$ cat config.mk
export PLATFORM = sky130hd
export DESIGN_NAME = stream_rr_arbiter_flat
export DESIGN_NICKNAME = d
export VERILOG_FILES = /design/src/rtl/stream_rr_arbiter_pkg.sv /design/src/rtl/stream_rr_arbiter_if.sv /design/src/rtl/stream_rr_arbiter_rr_pick.sv /design/src/rtl/stream_rr_arbiter.sv /design/src/flat_wrapper.sv
export SDC_FILE = /design/constraint.sdc
export NUM_CORES = 1
export LEC_CHECK = 0
export BUFFER_PORTS_ARGS = -buffer_cell sky130_fd_sc_hd__buf_2
export CORE_MARGIN = 2
export CORE_UTILIZATION = 39
export CTS_CLUSTER_SIZE = 20
export DETAILED_ROUTE_END_ITERATION = 16
export PLACE_DENSITY_LB_ADDON = 0.1
export SLEW_MARGIN = 20
export SYNTH_ARGS = -nofsm -noshare
export SYNTH_HDL_FRONTEND = slang
export SYNTH_SLANG_ARGS = --single-unit
$ cat constraint.sdc
create_clock -name clk -period 3.3 [get_ports clk]
set_clock_uncertainty 0.1 [all_clocks]
set_input_delay 0.66 -clock clk [delete_from_list [all_inputs] [get_ports clk]]
set_output_delay 0.66 -clock clk [all_outputs]
set_load 0.02 [all_outputs]
$ cat src/rtl/stream_rr_arbiter_pkg.sv
// -----------------------------------------------------------------------------
// stream_rr_arbiter_pkg
//   Shared types and helpers for the packet-aware round-robin stream arbiter.
//   - arb_state_t : arbitration FSM states (IDLE = free to arbitrate,
//                   LOCK = a packet is in progress and owns the output)
//   - clog2()     : index width derivation for requester ids
// -----------------------------------------------------------------------------
package stream_rr_arbiter_pkg;

  localparam int unsigned DEF_NUM_REQ = 4;
  localparam int unsigned DEF_DATA_WD = 32;

  typedef enum logic {
    ST_IDLE = 1'b0,
    ST_LOCK = 1'b1
  } arb_state_t;

  // Minimum width able to hold values 0..value-1; never returns 0 so that a
  // degenerate parameterisation still yields legal vector declarations.
  function automatic int unsigned clog2(input int unsigned value);
    int unsigned v;
    int unsigned w;
    v = (value > 0) ? value - 1 : 0;
    w = 0;
    while (v > 0) begin
      w++;
      v = v >> 1;
    end
    return (w == 0) ? 1 : w;
  endfunction

endpackage

$ cat src/rtl/stream_rr_arbiter_if.sv
// -----------------------------------------------------------------------------
// stream_rr_arbiter_if
//   Bundles the upstream (pre) and downstream (post) valid/ready streams of
//   stream_rr_arbiter.
//   Upstream, per requester r:
//     valid_pre_i[r], data_pre_i[r*DATA_WD +: DATA_WD], last_pre_i[r] -> arbiter
//     ready_pre_o[r]                                                  <- arbiter
//   Downstream:
//     valid_post_o, data_post_o, last_post_o, id_post_o <- arbiter
//     ready_post_i                                      -> arbiter
//   Modports:
//     master : environment side (drives upstream beats and downstream ready)
//     slave  : arbiter side
// -----------------------------------------------------------------------------
interface stream_rr_arbiter_if
  import stream_rr_arbiter_pkg::*;
#(
  parameter int unsigned NUM_REQ = DEF_NUM_REQ,
  parameter int unsigned DATA_WD = DEF_DATA_WD,
  parameter int unsigned ID_WD   = clog2(NUM_REQ)
) ();

  logic [NUM_REQ-1:0]         valid_pre_i;
  logic [NUM_REQ*DATA_WD-1:0] data_pre_i;
  logic [NUM_REQ-1:0]         last_pre_i;
  logic [NUM_REQ-1:0]         ready_pre_o;

  logic                       valid_post_o;
  logic [DATA_WD-1:0]         data_post_o;
  logic                       last_post_o;
  logic [ID_WD-1:0]           id_post_o;
  logic                       ready_post_i;

  modport master (
    output valid_pre_i,
    output data_pre_i,
    output last_pre_i,
    input  ready_pre_o,
    input  valid_post_o,
    input  data_post_o,
    input  last_post_o,
    input  id_post_o,
    output ready_post_i
  );

  modport slave (
    input  valid_pre_i,
    input  data_pre_i,
    input  last_pre_i,
    output ready_pre_o,
    output valid_post_o,
    output data_post_o,
    output last_post_o,
    output id_post_o,
    input  ready_post_i
  );

endinterface

$ cat src/rtl/stream_rr_arbiter_rr_pick.sv
// -----------------------------------------------------------------------------
// stream_rr_arbiter_rr_pick
//   Combinational rotating-priority encoder. Returns the first requester with
//   req set, scanning ptr, ptr+1, ... and wrapping modulo NUM_REQ.
//   Ports:
//     req     in  NUM_REQ  request vector
//     ptr     in  ID_WD    index holding highest priority this cycle
//     gnt_id  out ID_WD    winning index (0 when nothing requests)
//     gnt_vld out 1        at least one request present
// -----------------------------------------------------------------------------
module stream_rr_arbiter_rr_pick
  import stream_rr_arbiter_pkg::*;
#(
  parameter int unsigned NUM_REQ = DEF_NUM_REQ,
  parameter int unsigned ID_WD   = clog2(NUM_REQ)
) (
  input  logic [NUM_REQ-1:0] req,
  input  logic [ID_WD-1:0]   ptr,
  output logic [ID_WD-1:0]   gnt_id,
  output logic               gnt_vld
);

  // Index reached after stepping ofs positions from base, with wrap.
  function automatic logic [ID_WD-1:0] f_rot(input logic [ID_WD-1:0] base,
                                             input int unsigned       ofs);
    return ID_WD'((32'(base) + ofs) % NUM_REQ);
  endfunction

  always_comb begin
    gnt_id  = '0;
    gnt_vld = 1'b0;
    for (int unsigned k = 0; k < NUM_REQ; k++) begin
      if (!gnt_vld && req[f_rot(ptr, k)]) begin
        gnt_id  = f_rot(ptr, k);
        gnt_vld = 1'b1;
      end
    end
  end

endmodule

$ cat src/rtl/stream_rr_arbiter.sv
// -----------------------------------------------------------------------------
// stream_rr_arbiter
//   Shares one downstream valid/ready stream among NUM_REQ upstream streams.
//   Round-robin arbitration at packet granularity: a winner keeps the grant
//   until its last beat is accepted. A single registered output slot gives a
//   fixed one-cycle latency and carries the source index with every beat.
//   Ports:
//     clk  in  1          rising-edge clock
//     rst  in  1          asynchronous active-high reset
//     bus  slave modport  upstream pre-streams and downstream post-stream
// -----------------------------------------------------------------------------
module stream_rr_arbiter
  import stream_rr_arbiter_pkg::*;
#(
  parameter int unsigned NUM_REQ = DEF_NUM_REQ,
  parameter int unsigned DATA_WD = DEF_DATA_WD,
  parameter int unsigned ID_WD   = clog2(NUM_REQ)
) (
  input  logic                clk,
  input  logic                rst,
  stream_rr_arbiter_if.slave  bus
);

  arb_state_t         r_state;
  arb_state_t         w_state_nxt;
  logic [ID_WD-1:0]   r_rr_ptr;
  logic [ID_WD-1:0]   w_rr_ptr_nxt;
  logic [ID_WD-1:0]   r_lock_id;
  logic [ID_WD-1:0]   w_lock_id_nxt;

  logic               r_valid_post;
  logic [DATA_WD-1:0] r_data_post;
  logic               r_last_post;
  logic [ID_WD-1:0]   r_id_post;

  logic               w_slot_free;
  logic [ID_WD-1:0]   w_pick_id;
  logic               w_pick_vld;
  logic [ID_WD-1:0]   w_sel_id;
  logic               w_sel_en;
  logic [NUM_REQ-1:0] w_ready;
  logic               w_accept;
  logic [DATA_WD-1:0] w_sel_data;
  logic               w_sel_last;

  function automatic logic [ID_WD-1:0] f_next(input logic [ID_WD-1:0] id);
    if (id == ID_WD'(NUM_REQ - 1)) begin
      return '0;
    end
    return id + 1'b1;
  endfunction

  // The output slot can take a new beat when empty or draining this cycle.
  assign w_slot_free = ~r_valid_post | bus.ready_post_i;

  stream_rr_arbiter_rr_pick #(
    .NUM_REQ (NUM_REQ),
    .ID_WD   (ID_WD)
  ) u_rr_pick (
    .req     (bus.valid_pre_i),
    .ptr     (r_rr_ptr),
    .gnt_id  (w_pick_id),
    .gnt_vld (w_pick_vld)
  );

  // Selected requester: the round-robin winner while idle, the packet owner
  // while locked. The owner is offered ready even through valid gaps.
  always_comb begin
    w_sel_id = w_pick_id;
    w_sel_en = w_pick_vld;
    if (r_state == ST_LOCK) begin
      w_sel_id = r_lock_id;
      w_sel_en = 1'b1;
    end
  end

  // Ready steering and beat mux use constant indices per requester so the
  // selected id is only ever compared, never used as a variable index.
  always_comb begin
    w_ready    = '0;
    w_sel_data = '0;
    w_sel_last = 1'b0;
    for (int unsigned r = 0; r < NUM_REQ; r++) begin
      if (w_sel_id == ID_WD'(r)) begin
        w_ready[r] = w_sel_en & w_slot_free & ~rst;
        w_sel_data = bus.data_pre_i[r*DATA_WD +: DATA_WD];
        w_sel_last = bus.last_pre_i[r];
      end
    end
  end

  assign w_accept = |(bus.valid_pre_i & w_ready);

  // Next-state logic.
  always_comb begin
    w_state_nxt   = r_state;
    w_rr_ptr_nxt  = r_rr_ptr;
    w_lock_id_nxt = r_lock_id;
    unique case (r_state)
      ST_IDLE: begin
        if (w_accept) begin
          if (w_sel_last) begin
            w_rr_ptr_nxt = f_next(w_sel_id);
          end else begin
            w_state_nxt   = ST_LOCK;
            w_lock_id_nxt = w_sel_id;
          end
        end
      end
      ST_LOCK: begin
        if (w_accept && w_sel_last) begin
          w_state_nxt  = ST_IDLE;
          w_rr_ptr_nxt = f_next(r_lock_id);
        end
      end
      default: begin
        w_state_nxt = ST_IDLE;
      end
    endcase
  end

  always_ff @(posedge clk or posedge rst) begin
    if (rst) begin
      r_state   <= ST_IDLE;
      r_rr_ptr  <= '0;
      r_lock_id <= '0;
    end else begin
      r_state   <= w_state_nxt;
      r_rr_ptr  <= w_rr_ptr_nxt;
      r_lock_id <= w_lock_id_nxt;
    end
  end

  // Output slot: load on accept, otherwise empty when the consumer takes it.
  always_ff @(posedge clk or posedge rst) begin
    if (rst) begin
      r_valid_post <= 1'b0;
      r_data_post  <= '0;
      r_last_post  <= 1'b0;
      r_id_post    <= '0;
    end else if (w_accept) begin
      r_valid_post <= 1'b1;
      r_data_post  <= w_sel_data;
      r_last_post  <= w_sel_last;
      r_id_post    <= w_sel_id;
    end else if (bus.ready_post_i) begin
      r_valid_post <= 1'b0;
    end
  end

  assign bus.ready_pre_o  = w_ready;
  assign bus.valid_post_o = r_valid_post;
  assign bus.data_post_o  = r_data_post;
  assign bus.last_post_o  = r_last_post;
  assign bus.id_post_o    = r_id_post;

endmodule
$ cat src/flat_wrapper.sv
// flat-port wrapper written by rule: the top's interface ports become plain ports
module stream_rr_arbiter_flat import stream_rr_arbiter_pkg::*;
#(
  parameter int unsigned NUM_REQ = DEF_NUM_REQ,
  parameter int unsigned DATA_WD = DEF_DATA_WD,
  parameter int unsigned ID_WD   = clog2(NUM_REQ)
)
  (clk, rst, bus_valid_pre_i, bus_data_pre_i, bus_last_pre_i, bus_ready_pre_o, bus_valid_post_o, bus_data_post_o, bus_last_post_o, bus_id_post_o, bus_ready_post_i);
  stream_rr_arbiter_if #(.NUM_REQ(NUM_REQ), .DATA_WD(DATA_WD), .ID_WD(ID_WD)) bus_i ();
  input  logic clk;
  input  logic rst;
  input wire logic [$bits(bus_i.valid_pre_i)-1:0] bus_valid_pre_i;
  input wire logic [$bits(bus_i.data_pre_i)-1:0] bus_data_pre_i;
  input wire logic [$bits(bus_i.last_pre_i)-1:0] bus_last_pre_i;
  output wire logic [$bits(bus_i.ready_pre_o)-1:0] bus_ready_pre_o;
  output wire logic [$bits(bus_i.valid_post_o)-1:0] bus_valid_post_o;
  output wire logic [$bits(bus_i.data_post_o)-1:0] bus_data_post_o;
  output wire logic [$bits(bus_i.last_post_o)-1:0] bus_last_post_o;
  output wire logic [$bits(bus_i.id_post_o)-1:0] bus_id_post_o;
  input wire logic [$bits(bus_i.ready_post_i)-1:0] bus_ready_post_i;
  assign bus_i.valid_pre_i = bus_valid_pre_i;
  assign bus_i.data_pre_i = bus_data_pre_i;
  assign bus_i.last_pre_i = bus_last_pre_i;
  assign bus_ready_pre_o = bus_i.ready_pre_o;
  assign bus_valid_post_o = bus_i.valid_post_o;
  assign bus_data_post_o = bus_i.data_post_o;
  assign bus_last_post_o = bus_i.last_post_o;
  assign bus_id_post_o = bus_i.id_post_o;
  assign bus_i.ready_post_i = bus_ready_post_i;
  stream_rr_arbiter #(.NUM_REQ(NUM_REQ), .DATA_WD(DATA_WD), .ID_WD(ID_WD)) u_core (.clk(clk), .rst(rst), .bus(bus_i));
endmodule
==> impl_metrics.toml <==
[outcome]
status = "complete, no violations"

[worst_setup_path]
r2r_start = "u_core.r_rr_ptr[1]$_DFFE_PP0P_"
reg2reg_setup_slack_ns = 0.30
r2r-end = "u_core.r_lock_id[1]$_DFFE_PP0P_"
cp_max_fo = 11
reg2reg_depth = 10
path_class = "reg -> out"
crit_path_end_kind = "output port"
crit_path_start = "u_core.r_rr_ptr[1]$_DFFE_PP0P_"
worst_ep_arrival_time_ns = 2.41
required_ns = 2.54
critPathLaunchType = "flop"

[synth]
syn_area_mm2 = 0.00283
synth_ff_type = "dfrtp_1"
synth-xor-area-share = 0
synthAdderAreaFrac = 0.0221
synth-simple-area-share = 0.156
ys_types = 44
syn_area_per_cell_um2 = 8.18
synth_nets = 490
yosysWarningCount = 0
synth_compound_area_frac = 0.338
netlist_instances = 346
synth_top_family_by_area = "compound AO/OA/AOI/OAI gates"
synth_edf_count = 0
synth_mux_area_frac = 0.0234
synthArstFlopShare = 1.00
yosysSeqAreaShare = 0.362
synth_seq_cells = 41

[sta]
fmax_mhz = 315
finalCritPeriodShare = 0.961
hold_violations = 0
worstMarginPinSlew_ns = 0.512
setup_viol = 0
fin_crit_ns = 3.17
hold_slack_ns = 0.159
relSlewSlack = 0.655
rsz0062_at_grt = "yes"
final_max_slew_viol_count = 0

[pwr]
p_sw_frac = 0.455
power_density_mw_per_mm2 = 1010
vdd_drop_max_uv = 423
power_leakage_uw = 0.00208
p_comb_frac = 0.658
fin_total_pwr_uw = 4120
p_sw_uw = 1870
power_frac_seq = 0.223
intPower_uw = 2250
p_clk_frac = 0.119

[grt]
grt_pass1_wl_mm = 14.3
grt_use_met3 = 0.0582
grt_util_met1 = 0.301
antenna_found_initial = 0
first_global_vias = 3016
grt_max_degree = 37
track_usage = 0.229
grt_use_met2 = 0.367
busiest_layer = "met2"
grt_overflow = 0

[clock_network]
postCtsSetupBuffers = 0
max-clock-path-buffers = 2
htree_num_levels = 2
cts.sinks = 41
cts_buffers = 5
cts_tree = "yes"
insertion_delay_ns = 0.30
root_buffer = "clkbuf_8"
clk_pin_slew_ns = 0.09

[cells_and_area]
area_growth_pct = 44.2
final_cell_mix = "buf_2, nand2_1, dfrtp_1, nor2_1, inv_1"
nNetsFinal = 667
n_antenna_cell = 0
drive_above_1_share = 0.433
layout_commonest_cell = "buf_2"
nFillCells = 746

[job]
drv_cap = 0

[die]
core_area_mm2 = 0.00714
die_x_um = 89.2
ios = 179
die-area_mm2 = 0.00796
start_util = 0.397
rows = 31
die_height_um = 89.2

[route]
avgViaCountPerCell = 5.26
drt_iter0_drc = 102
ant_nets = 0
drt-total-wl_mm = 9.25
drc = 0
first_pass_iters = 4
vias = 3275
routedWlPerCell_um = 14.9

[placement]
portBuffers = 178
place_congestion = 0.849
dp_hpwl_mm = 7.02

[min_path]
hp-class = "in -> async"
[per-layer routing]
| layer | share of wire | wire (um) | vias to the layer above |
|---|---|---|---|
| met5 | 0 | 0 | - |
| met4 | 0.012 | 113 | 0 |
| met3 | 0.074 | 689 | 8 |
| met2 | 0.49 | 4510 | 123 |
| met1 | 0.43 | 3940 | 1522 |
| li1 | - | - | 1622 |
[flip-flops by register name, indices dropped and copies added (netlist names), named ones only]
name / cells
u_core.bus.valid_post_o: 1
u_core.bus.id_post_o: 2
u_core.bus.last_post_o: 1
u_core.bus.data_post_o: 32
u_core.r_rr_ptr: 2
u_core.r_lock_id: 2
[critical path, stage by stage (launching register included)]
cell     delay [ns]
dfrtp_1        0.36
buf_6          0.15
mux2i_4        0.23
nor2_1         0.09
o41ai_2        0.40
buf_4          0.20
ha_2           0.21
buf_4          0.14
nand2_1        0.07
a21oi_2        0.10
buf_4          0.15
[cells in the mapped netlist (2+ instances only)]
cell type	n	area share
clkbuf_1	19	0.025
o211ai_1	2	0.0053
nand2b_1	3	0.0066
ha_1	5	0.022
a31oi_1	32	0.071
o21a_1	2	0.0053
a21oi_1	7	0.012
nor2_1	36	0.048
mux2_2	2	0.0080
nand3_1	2	0.0035
a211o_1	32	0.099
o21ai_0	4	0.0071
buf_2	11	0.019
nor2b_1	4	0.0088
nor4bb_1	2	0.0071
nor3_1	2	0.0035
dfrtp_1	41	0.36
a22o_1	2	0.0062
nand2_1	46	0.061
a221oi_1	31	0.096
mux2_1	3	0.012
inv_1	36	0.048
[what timing repair did]
action	in CTS	in global routing
endpoints found under the setup margin	0	3
endpoints found under the hold margin	0	0
hold buffers	0	0
gates resized for setup	0	10
[how the worst max path moves through the flow]
stage                                                  to  depth (start not counted)  slack, ns
final                                  bus_ready_pre_o[3]                         10       0.13
after CTS                              bus_ready_pre_o[1]                         10       0.03
after detailed placement  u_core.r_lock_id[1]$_DFFE_PP0P_                         10       0.02
after global routing                   bus_ready_pre_o[3]                         10      -0.02
after global placement    u_core.r_lock_id[1]$_DFFE_PP0P_                         10       0.05
after floorplan                        bus_ready_pre_o[1]                         10       0.01
[metrics by stage]
step	instances	TNS, ns	area (um2)	worst slack [ns]	util
4_1_cts	623	0	4040	0.0253	0.566
2_1_floorplan	346	0	2840	0.0150	-
5_1_grt	623	-0.0198	4080	-0.0198	0.572
3_5_place_dp	615	0	3910	0.0159	0.547
6_report	623	0	4080	0.130	0.572
3_3_place_gp	615	0	3910	0.0529	0.547
[cells by family after synthesis]
kind of cell	Yosys count
compound gates	123
buf+inv	69
mux	6
simple gates	102
flops	41
fa+ha+maj	5
[power by group through the flow]
stage | combinational [uW] | clock [uW] | sequential (uW)
4_1_cts | 2700 | 500 | 918
5_1_grt | 3010 | 518 | 956
3_5_place_dp | 2690 | 0 | 921
6_report | 2710 | 490 | 921
3_3_place_gp | 2670 | 0 | 917
2_1_floorplan | 1660 | 0 | 1170
[final cells by class]
type | instances | area (um2) | share of cell area
tap | 99 | 124 | 0.0303
sequential | 41 | 1030 | 0.252
inverter | 36 | 135 | 0.0331
timing repair buffer | 203 | 1080 | 0.266
multi-input combinational | 236 | 1580 | 0.386
clock buffer | 5 | 68.8 | 0.0169
clock inverter | 3 | 65.1 | 0.0159
(Power assumes the default switching activity.)
